$ cat config.mk
export PLATFORM = sky130hd
export DESIGN_NAME = operand_prep_pipe_flat
export DESIGN_NICKNAME = d
export VERILOG_FILES = /design/src/rtl/operand_prep_pipe_if.sv /design/src/rtl/operand_prep_pipe.sv /design/src/flat_wrapper.sv
export SDC_FILE = /design/constraint.sdc
export NUM_CORES = 1
export LEC_CHECK = 0
export BUFFER_PORTS_ARGS = -buffer_cell sky130_fd_sc_hd__buf_4
export CAP_MARGIN = 10
export CELL_PAD_IN_SITES_DETAIL_PLACEMENT = 0
export CELL_PAD_IN_SITES_GLOBAL_PLACEMENT = 2
export CORE_MARGIN = 2
export CORE_UTILIZATION = 30
export DETAILED_ROUTE_END_ITERATION = 10
export PLACE_DENSITY_LB_ADDON = 0.12
export SYNTH_ARGS = -nofsm -noshare
export SYNTH_HDL_FRONTEND = slang
export SYNTH_SLANG_ARGS = --single-unit
$ cat constraint.sdc
create_clock -name clk -period 1.15 [get_ports clk]
set_input_delay 0 -clock clk [delete_from_list [all_inputs] [get_ports clk]]
set_output_delay 0 -clock clk [all_outputs]
set_load 0.02 [all_outputs]
$ cat src/rtl/operand_prep_pipe_if.sv
// Handshake and data bundle between the instruction source, the operand
// preprocessor and the adder. The slave modport is the preprocessor's view.
interface operand_prep_pipe_if #(
  parameter int WIDTH = 4
);
  logic             in_valid;
  logic             in_ready;
  logic [WIDTH-1:0] in_a;
  logic [WIDTH-1:0] in_b;
  logic [2:0]       in_op;
  logic             cf_we;
  logic             cf_in;
  logic             out_valid;
  logic             out_ready;
  logic [WIDTH-1:0] a_mod;
  logic [WIDTH-1:0] b_mod;
  logic             cin;
  logic [2:0]       op_out;
  logic             cf_q;

  modport slave (
    input  in_valid, in_a, in_b, in_op, cf_we, cf_in, out_ready,
    output in_ready, out_valid, a_mod, b_mod, cin, op_out, cf_q
  );

  modport master (
    output in_valid, in_a, in_b, in_op, cf_we, cf_in, out_ready,
    input  in_ready, out_valid, a_mod, b_mod, cin, op_out, cf_q
  );
endinterface

$ cat src/rtl/operand_prep_pipe.sv
// Operand preprocessor: decodes opcode into A', B', cin for a single adder,
// behind a valid/ready handshake with an output register plus one skid entry.
module operand_prep_pipe #(
  parameter int WIDTH = 4
) (
  input  logic                   clk,
  input  logic                   rst_n,
  operand_prep_pipe_if.slave     bus
);

  localparam logic [2:0] OP_ADD  = 3'b000;
  localparam logic [2:0] OP_SUB  = 3'b001;
  localparam logic [2:0] OP_INC  = 3'b010;
  localparam logic [2:0] OP_DEC  = 3'b011;
  localparam logic [2:0] OP_NEG  = 3'b100;
  localparam logic [2:0] OP_NOT  = 3'b101;
  localparam logic [2:0] OP_PASS = 3'b110;
  localparam logic [2:0] OP_ADC  = 3'b111;

  logic             r_full0;
  logic [WIDTH-1:0] r_a0;
  logic [WIDTH-1:0] r_b0;
  logic             r_cin0;
  logic [2:0]       r_op0;
  logic             r_full1;
  logic [WIDTH-1:0] r_a1;
  logic [WIDTH-1:0] r_b1;
  logic             r_cin1;
  logic [2:0]       r_op1;
  logic             r_cf;

  logic             w_cf_eff;
  logic [WIDTH-1:0] w_a;
  logic [WIDTH-1:0] w_b;
  logic             w_cin;
  logic             w_acc;
  logic             w_xfer;

  // Carry written this cycle is visible to an ADC accepted in the same cycle.
  assign w_cf_eff = bus.cf_we ? bus.cf_in : r_cf;
  assign w_acc    = bus.in_valid && !r_full1;
  assign w_xfer   = r_full0 && bus.out_ready;

  always_comb begin
    w_a   = bus.in_a;
    w_b   = '0;
    w_cin = 1'b0;
    case (bus.in_op)
      OP_ADD:  begin w_b = bus.in_b;               end
      OP_SUB:  begin w_b = ~bus.in_b; w_cin = 1'b1; end
      OP_INC:  begin w_cin = 1'b1;                 end
      OP_DEC:  begin w_b = '1;                     end
      OP_NEG:  begin w_a = '0; w_b = ~bus.in_a; w_cin = 1'b1; end
      OP_NOT:  begin w_a = '0; w_b = ~bus.in_a;    end
      OP_PASS: begin                               end
      OP_ADC:  begin w_b = bus.in_b; w_cin = w_cf_eff; end
      default: begin                               end
    endcase
  end

  always_ff @(posedge clk or negedge rst_n) begin
    if (!rst_n) begin
      r_cf <= 1'b0;
    end else if (bus.cf_we) begin
      r_cf <= bus.cf_in;
    end
  end

  // Skid refill and input accept are mutually exclusive: in_ready is low
  // whenever the skid holds an entry.
  always_ff @(posedge clk or negedge rst_n) begin
    if (!rst_n) begin
      r_full0 <= 1'b0;
      r_a0    <= '0;
      r_b0    <= '0;
      r_cin0  <= 1'b0;
      r_op0   <= 3'b000;
      r_full1 <= 1'b0;
      r_a1    <= '0;
      r_b1    <= '0;
      r_cin1  <= 1'b0;
      r_op1   <= 3'b000;
    end else if (w_xfer && r_full1) begin
      r_a0    <= r_a1;
      r_b0    <= r_b1;
      r_cin0  <= r_cin1;
      r_op0   <= r_op1;
      r_full1 <= 1'b0;
    end else if (w_acc && (!r_full0 || w_xfer)) begin
      r_full0 <= 1'b1;
      r_a0    <= w_a;
      r_b0    <= w_b;
      r_cin0  <= w_cin;
      r_op0   <= bus.in_op;
    end else if (w_acc) begin
      r_full1 <= 1'b1;
      r_a1    <= w_a;
      r_b1    <= w_b;
      r_cin1  <= w_cin;
      r_op1   <= bus.in_op;
    end else if (w_xfer) begin
      r_full0 <= 1'b0;
    end
  end

  assign bus.in_ready  = !r_full1;
  assign bus.out_valid = r_full0;
  assign bus.a_mod     = r_a0;
  assign bus.b_mod     = r_b0;
  assign bus.cin       = r_cin0;
  assign bus.op_out    = r_op0;
  assign bus.cf_q      = r_cf;

endmodule

$ cat src/flat_wrapper.sv
// flat-port wrapper written by rule: the top's interface ports become plain ports
module operand_prep_pipe_flat 
#(
  parameter int WIDTH = 4
)
  (clk, rst_n, bus_in_valid, bus_in_a, bus_in_b, bus_in_op, bus_cf_we, bus_cf_in, bus_out_ready, bus_in_ready, bus_out_valid, bus_a_mod, bus_b_mod, bus_cin, bus_op_out, bus_cf_q);
  operand_prep_pipe_if #(.WIDTH(WIDTH)) bus_i ();
  input  logic clk;
  input  logic rst_n;
  input wire logic [$bits(bus_i.in_valid)-1:0] bus_in_valid;
  input wire logic [$bits(bus_i.in_a)-1:0] bus_in_a;
  input wire logic [$bits(bus_i.in_b)-1:0] bus_in_b;
  input wire logic [$bits(bus_i.in_op)-1:0] bus_in_op;
  input wire logic [$bits(bus_i.cf_we)-1:0] bus_cf_we;
  input wire logic [$bits(bus_i.cf_in)-1:0] bus_cf_in;
  input wire logic [$bits(bus_i.out_ready)-1:0] bus_out_ready;
  output wire logic [$bits(bus_i.in_ready)-1:0] bus_in_ready;
  output wire logic [$bits(bus_i.out_valid)-1:0] bus_out_valid;
  output wire logic [$bits(bus_i.a_mod)-1:0] bus_a_mod;
  output wire logic [$bits(bus_i.b_mod)-1:0] bus_b_mod;
  output wire logic [$bits(bus_i.cin)-1:0] bus_cin;
  output wire logic [$bits(bus_i.op_out)-1:0] bus_op_out;
  output wire logic [$bits(bus_i.cf_q)-1:0] bus_cf_q;
  assign bus_i.in_valid = bus_in_valid;
  assign bus_i.in_a = bus_in_a;
  assign bus_i.in_b = bus_in_b;
  assign bus_i.in_op = bus_in_op;
  assign bus_i.cf_we = bus_cf_we;
  assign bus_i.cf_in = bus_cf_in;
  assign bus_i.out_ready = bus_out_ready;
  assign bus_in_ready = bus_i.in_ready;
  assign bus_out_valid = bus_i.out_valid;
  assign bus_a_mod = bus_i.a_mod;
  assign bus_b_mod = bus_i.b_mod;
  assign bus_cin = bus_i.cin;
  assign bus_op_out = bus_i.op_out;
  assign bus_cf_q = bus_i.cf_q;
  operand_prep_pipe #(.WIDTH(WIDTH)) u_core (.clk(clk), .rst_n(rst_n), .bus(bus_i));
endmodule
==> metrics, run 1 <==
Max Transition Viols Final 0; initial core utilization 0.316; FMAX 753 MHz; Root Driver clkbuf_8; PD cells 2390 nW/µm²; Final ANT Viol Nets 0; CTS buffer count 3; initial antenna violation count 0; Final Hold Fails 1; residual DRC count 0; Peak VDD IR 0.764 mV; FP Rows 24; Relative slew margins 0.759; Min-Delay Path Class input port to flip-flop; Cell variety after synth 28; Leak about 0.89 nW; status finished, violations left; clk buf depth 2; Max FO, Critical Path 7; Via density a little under 5; Syn Inst Count roughly 130; failing checks negative hold slack, negative setup slack; Total Power about 4.6 mW; num ports 32; Worst Hold Path EP u_core.bus.cf_q; post-route cell area slightly below 2000 µm²; worst setup margin -0.178 ns; total grt overflow 0; Reg2Reg Launch Point u_core.r_full1; GR Util All Layers 0.148; number of synthesis warnings 0; Iter 0 DRT Violations 45; hold depth 2; Synthesized Nets roughly 150; Critical Path Sink Type flip-flop; syn_area_per_cell around 11 µm²; # fillers ~440; Max Cap Violations 0; WHS -0.00955 ns; CTS tree built; first-pass GRT wire length between 5000 and 6000 µm; First-pass DRT Iterations 4; I/O Buffers 31; HPWL after DPL 2520 µm; nets 198; chip width between 70 and 80 µm; startpoint types flip-flop; Worst Reg2Reg Path Length in Cells 4; synthesized cell area around 1400 µm²; TritonCTS Sinks 27; WP data required roughly 1.3 ns; Area growth syn-to-layout 38.2%; via total after detailed routing 1137; Worst-Margin Slew between 0.3 and 0.4 ns; Skew-Pair Late Insertion Delay between 0.2 and 0.3 ns; Seq cells post-synth 27; Ant. Diodes 0; gpl congestion just under 0.8; hold path startpoint bus_cf_we; die height between 70 and 80 µm; Hold Buf Count CTS 5; fin crit period roughly 1.3 ns; Worst-path clk slew roughly 0.09 ns; RSZ-0062 raised after global routing true; final core occ 0.437; largest net degree at the start of global routing 28; Routed WL per cell 15.2 µm; period utilization 1.15; R2R Path End u_core.bus.b_mod[2]; R2R setup slack -0.18 ns; register area share after synthesis 0.481; CP Class flip-flop to flip-flop; Worst Path Arrival about 1.5 ns; Post-Route WL between 3000 and 4000 µm; Post-Place Cell Area between 1500 and 2000 µm²; vias in the first global route between 1000 and 1500; DIE AREA 5250 µm²; Final setup viols 24; clock skew between 0.0015 and 0.002 ns; layout cells sized above 1 0.461; CORE AREA 4440 µm²; H-tree depth 1
repair_timing:
item / CTS / global route
buffers inserted: 3 / 2
resized for setup: 4 / 8
gates cloned: 1 / 0
hold endpoints to repair: 31 / 1
setup endpoints to repair: 24 / 26
pin swaps: 2 / 2
cell type report:
| cell class | instances | area [µm²] | share of cell area |
|---|---|---|---|
| clock buffer | 4 | 45.0 | 0.0232 |
| inverter | 4 | 15.0 | 0.00773 |
| multi-input combinational | 93 | 704 | 0.363 |
| sequential | 27 | 678 | 0.349 |
| tap | 52 | 65.1 | 0.0335 |
| timing repair buffer | 52 | 434 | 0.224 |
power by group:
part	internal [mW]	total (mW)	switching, mW
sequential	1.40	1.68	0.273
clock	0.248	0.542	0.294
combinational	1.24	2.43	1.19
total	2.89	4.65	1.75
stage by stage:
step                setup TNS (ns)  worst slack [ns]  hold slack [ns]  std cells
global placement             -2.53            -0.120          -0.0644        217
CTS                          -2.33            -0.155         -0.00978        230
global route                 -4.21            -0.237          -0.0143        232
finish                       -2.52            -0.178         -0.00955        232
floorplan                    -2.12            -0.160           -0.296        131
detailed placement           -3.18            -0.181          -0.0597        217
flip-flops by register name (all words and copies together), names as in the netlist:
register	count
u_core.bus.a_mod	4
u_core.bus.b_mod	4
u_core.bus.cf_q	1
u_core.bus.cin	1
u_core.bus.op_out	3
u_core.bus.out_valid	1
u_core.r_a1	4
u_core.r_b1	4
u_core.r_cin1	1
u_core.r_full1	1
u_core.r_op1	3
synthesized netlist by cell type (all sizes together):
master / count / share of area
dfrtp: 27 / 0.48
nand2: 22 / 0.061
nand3: 11 / 0.048
nand2b: 10 / 0.055
buf: 8 / 0.053
mux2: 8 / 0.064
nor2: 8 / 0.023
o21ai: 8 / 0.031
a31oi: 6 / 0.027
o221ai: 5 / 0.053
a221o: 4 / 0.028
inv: 4 / 0.011
nor2b: 4 / 0.018
a21oi: 2 / 0.018
a22oi: 1 / 0.0053
a31o: 1 / 0.012
and2b: 1 / 0.0071
or2: 1 / 0.0045
placed cells by master, fill, tap and decap left out, types with 2 or more instances in the layout:
cell type	synthesis	final
nor2b_1	4	4
buf_4	1	42
o21ai_2	1	3
a31oi_1	6	6
dfrtp_1	27	25
nand2_2	1	4
o221ai_2	5	5
inv_1	4	3
dlygate4sd3_1	0	5
nor2_1	7	7
nand3_4	1	2
a221o_1	4	4
nand3_1	10	10
dfrtp_2	0	2
clkbuf_8	0	3
nand2b_4	2	2
o21ai_1	3	4
buf_6	5	3
nand2b_1	8	8
nand2_1	21	18
mux2_4	0	7
metal layers:
| layer | vias up | share of wire | GRT usage | wire length [µm] |
|---|---|---|---|---|
| li1 | 559 | - | - | - |
| met1 | 551 | 0.49 | 0.220 | 1740 |
| met2 | 25 | 0.46 | 0.224 | 1640 |
| met3 | 2 | 0.039 | 0.0236 | 137 |
| met4 | 0 | 0.0057 | 0.0370 | 20 |
| met5 | - | 0 | 0 | 0 |
cell families after synthesis:
group,after synthesis,synth area share
buffers and inverters,12,0.0632
DFF,27,0.481
and+or+nand+nor,57,0.216
muxes,8,0.0641
AOI/OAI and AO/OA,27,0.175
worst max-delay path, cell delays in order (launching register included):
cell	delay (ns)
dfrtp_2	0.45
nand2b_4	0.17
a21oi_4	0.25
nor2b_1	0.08
a221o_1	0.27
how the worst max path moves through the flow:
stage                         start                   end  slack (ns)  depth (start not counted)
5_1_grt              u_core.r_full1   u_core.bus.b_mod[3]       -0.24                          4
3_3_place_gp   u_core.bus.out_valid        u_core.r_a1[0]       -0.12                          5
2_1_floorplan  u_core.bus.out_valid   u_core.bus.b_mod[3]       -0.16                          4
6_report             u_core.r_full1   u_core.bus.b_mod[2]       -0.18                          4
3_5_place_dp         u_core.r_full1  u_core.bus.op_out[0]       -0.18                          5
4_1_cts              u_core.r_full1   u_core.bus.b_mod[2]       -0.15                          4
Power figures use the tool's default switching activity.
==> run 2, diff against run 1 <==
--- a/config.mk
+++ b/config.mk
@@ -5,12 +5,13 @@
 export SDC_FILE = /design/constraint.sdc
 export NUM_CORES = 1
 export LEC_CHECK = 0
+export ABC_AREA = 1
 export BUFFER_PORTS_ARGS = -buffer_cell sky130_fd_sc_hd__buf_4
 export CAP_MARGIN = 10
 export CELL_PAD_IN_SITES_DETAIL_PLACEMENT = 0
 export CELL_PAD_IN_SITES_GLOBAL_PLACEMENT = 2
 export CORE_MARGIN = 2
-export CORE_UTILIZATION = 30
+export CORE_UTILIZATION = 27
 export DETAILED_ROUTE_END_ITERATION = 10
 export PLACE_DENSITY_LB_ADDON = 0.12
 export SYNTH_ARGS = -nofsm -noshare
==> metrics, run 2 <==
startpoint types flip-flop; PD cells 2380 nW/µm² (-0.59%); GR Util All Layers 0.139 (-0.00837); most common cell in the netlist nand2_1; residual DRC count 0 (unchanged); Max Transition Viols Final 0 (unchanged); largest net degree at the start of global routing 28 (unchanged); status finished, violations left; Final Hold Fails 0 (-1); total grt overflow 0 (unchanged); commonest non-fill, non-tap cell in the layout nand2_1; clk buf depth 2 (unchanged); die height 75.7 µm (+4.4%); Max FO, Critical Path 12 (+5); nets 237 (+20%); Reg2Reg Launch Point u_core.bus.out_valid; clock skew 0.0103 ns (+0.00838 ns); Final setup viols 7 (-71%); R2R setup slack -0.03 ns (+0.15 ns); CORE AREA 5040 µm² (+13%); Post-Route WL 3790 µm (+7.2%); RSZ-0062 raised after global routing true; CTS tree built; period utilization 1.03 (-0.128); Synth Area in Simple Gates 0.343 (+0.127); commonest non-fill, non-tap cells in the layout nand2_1 (51), buf_4 (38), dfrtp_1 (25), nor2_1 (24), nand3_1 (16); DIE AREA 5720 µm² (+9.1%); register area 678 µm² (unchanged); fin crit period 1.18 ns (-0.148 ns); Seq cells post-synth 27 (unchanged); worst setup margin -0.0304 ns (+0.148 ns); Relative slew margins 0.762 (+0.00324); Setup TNS Final -0.128 ns (+2.39 ns); I/O Buffers 31 (unchanged); TritonCTS Sinks 27 (unchanged); multiplexer area fraction after synthesis 0 (-0.0641); Worst Hold Path EP u_core.r_b1[0]; Ant. Diodes 0 (unchanged); First-pass DRT Iterations 4 (unchanged); post-route cell area 1880 µm² (-3.0%); Worst-Margin Slew 0.357 ns (-0.00486 ns); # fillers 535 (+22%); Min-Delay Path Class input port to flip-flop; Synth Area in XOR/XNOR 0 (unchanged); failing checks negative setup slack; CP max-delay cell dfrtp_2; Yosys top cell by area dfrtp_1; largest family of logic cells by synthesized area simple AND/OR/NAND/NOR gates; FP Rows 26 (+8.3%); Cell Chain, Critical Path nand2_4 -> nor2_8 -> inv_8 -> nand2_8 -> buf_4 -> nor2_2 -> a21oi_1; gpl congestion 0.755 (-4.0%); R2R Path End u_core.bus.op_out[0]; synthesized cell area 1390 µm² (-1.3%); Peak VDD IR 0.902 mV (+18%); number of synthesis warnings 0 (unchanged); H-tree depth 1 (unchanged); crit-path max cell delay 0.47 ns (+0.02 ns); hold depth 3 (+1); Worst-path clk slew 0.11 ns (+0.02 ns); Max Cap Violations 0 (unchanged); WP data required 1.33 ns (+0.02 ns); initial core utilization 0.275 (-0.0412); prevailing post-synth register cell dfrtp_1; fraction of registers with async set/reset 1.00 (unchanged); initial antenna violation count 0 (unchanged); FMAX 847 MHz (+13%); leading post-synthesis cells by cell area dfrtp_1 (49%), nand2_1 (14%), nor2_1 (7.3%); Worst Reg2Reg Path Length in Cells 7 (+3); compound-cell area share of the yosys netlist 0.104 (-0.0716); Via density 4.42 (-9.8%); Worst Path Arrival 1.36 ns (-0.12 ns); Routed WL per cell 13.1 µm (-14%); CTS buffer count 3 (unchanged); Synth Area in Adders 0 (unchanged); Syn Inst Count 176 (+34%); Synthesized Nets 193 (+30%); WHS 0.0409 ns (+0.0505 ns); vias in the first global route 1175 (+5.6%); chip width 75.7 µm (+4.4%); multi-input logic area 652 µm² (-7.5%); Total Power 4.48 mW (-3.6%); Post-Place Cell Area 1750 µm² (-0.43%); Area growth syn-to-layout 35.8%; syn_area_per_cell 7.88 µm² (-27%); final core occ 0.373 (-0.0635); Post-synth EDFFs 0 (unchanged); Leak 0.939 nW (+5.3%); Final ANT Viol Nets 0 (unchanged); Critical Path Sink Type flip-flop; Root Driver clkbuf_8; HPWL after DPL 2740 µm (+8.8%); most frequent cells after synthesis nand2_1 (52), dfrtp_1 (27), nor2_1 (27), nand3_1 (16); num ports 32 (unchanged); Iter 0 DRT Violations 53 (+18%); layout cells sized above 1 0.306 (-0.155); via total after detailed routing 1278 (+12%); register area share after synthesis 0.487 (+0.00651); Skew-Pair Late Insertion Delay 0.28 ns (about the same); post-synth top area share 0.487 (+0.00651); Cell variety after synth 23 (-18%); hold path startpoint bus_in_b[0]; first-pass GRT wire length 5930 µm (+1.5%); CP Class flip-flop to flip-flop
==> run 2: cell types whose count changed after synthesis, sizes merged, moves of 5 or more <==
cell    previous run  this run
nand2             22        55
nor2               8        33
inv                4        14
nand2b            10         0
mux2               8         0
nand3             11        17
a21oi              2         7
o21ai              8        13
o221ai             5         0
==> run 2: metrics by stage <==
step                      worst slack, ns  std cells
after detailed placement          -0.0761        278
after global routing               -0.105        289
after global placement            -0.0274        278
after floorplan                   -0.0274        176
final                             -0.0304        289
after CTS                         -0.0361        287
==> run 2: metal layers <==
| layer | part of all wire | track usage | up-vias |
|---|---|---|---|
| met5 | 0 | 0 | - |
| met4 | 0.0074 | 0.0409 | 0 |
| met3 | 0.035 | 0.0225 | 2 |
| met2 | 0.48 | 0.221 | 26 |
| met1 | 0.48 | 0.196 | 591 |
| li1 | - | - | 659 |
==> run 2: worst max path at each step <==
stage,start,end
after floorplan,u_core.bus.out_valid,u_core.bus.cin
after global placement,u_core.bus.out_valid,u_core.bus.cin
after detailed placement,u_core.bus.out_valid,u_core.bus.cin
after CTS,u_core.bus.out_valid,u_core.bus.cin
after global routing,u_core.bus.out_valid,u_core.bus.b_mod[2]
final,u_core.bus.out_valid,u_core.bus.op_out[0]
==> run 2: layout make-up <==
type | count | share of cell area
inverter | 14 | 0.0372
clock inverter | 1 | 0.00399
multi-input combinational | 131 | 0.346
timing repair buffer | 43 | 0.184
clock buffer | 3 | 0.0219
sequential | 27 | 0.360
tap | 70 | 0.0465
==> run 2: logic make-up after synthesis <==
| family | after synthesis |
|---|---|
| AO/OA/AOI/OAI | 26 |
| buffers and inverters | 18 |
| flip-flops | 27 |
| AND/OR/NAND/NOR | 105 |
==> run 2: worst max-delay path: cells and delay by family (launching register included) <==
kind                   cells  cell delay, ns
DFF                        1            0.47
and+or+nand+nor            4            0.31
buffers and inverters      2            0.25
AOI/OAI and AO/OA          1            0.04
==> run 2: timing repair <==
item | CTS | global route
resized for setup | 5 | 4
setup endpoints to repair | 9 | 23
endpoints found under the hold margin | 28 | 0
pin swaps | 5 | 2
hold buffers | 3 | 0
buffers inserted | 2 | 2
==> run 2: where the power goes <==
group | switching (mW) | total (mW) | leakage (nW) | internal (mW)
Clock | 0.333 | 0.579 | 0.0217 | 0.247
Combinational | 1.26 | 2.19 | 0.595 | 0.939
Sequential | 0.305 | 1.71 | 0.323 | 1.40
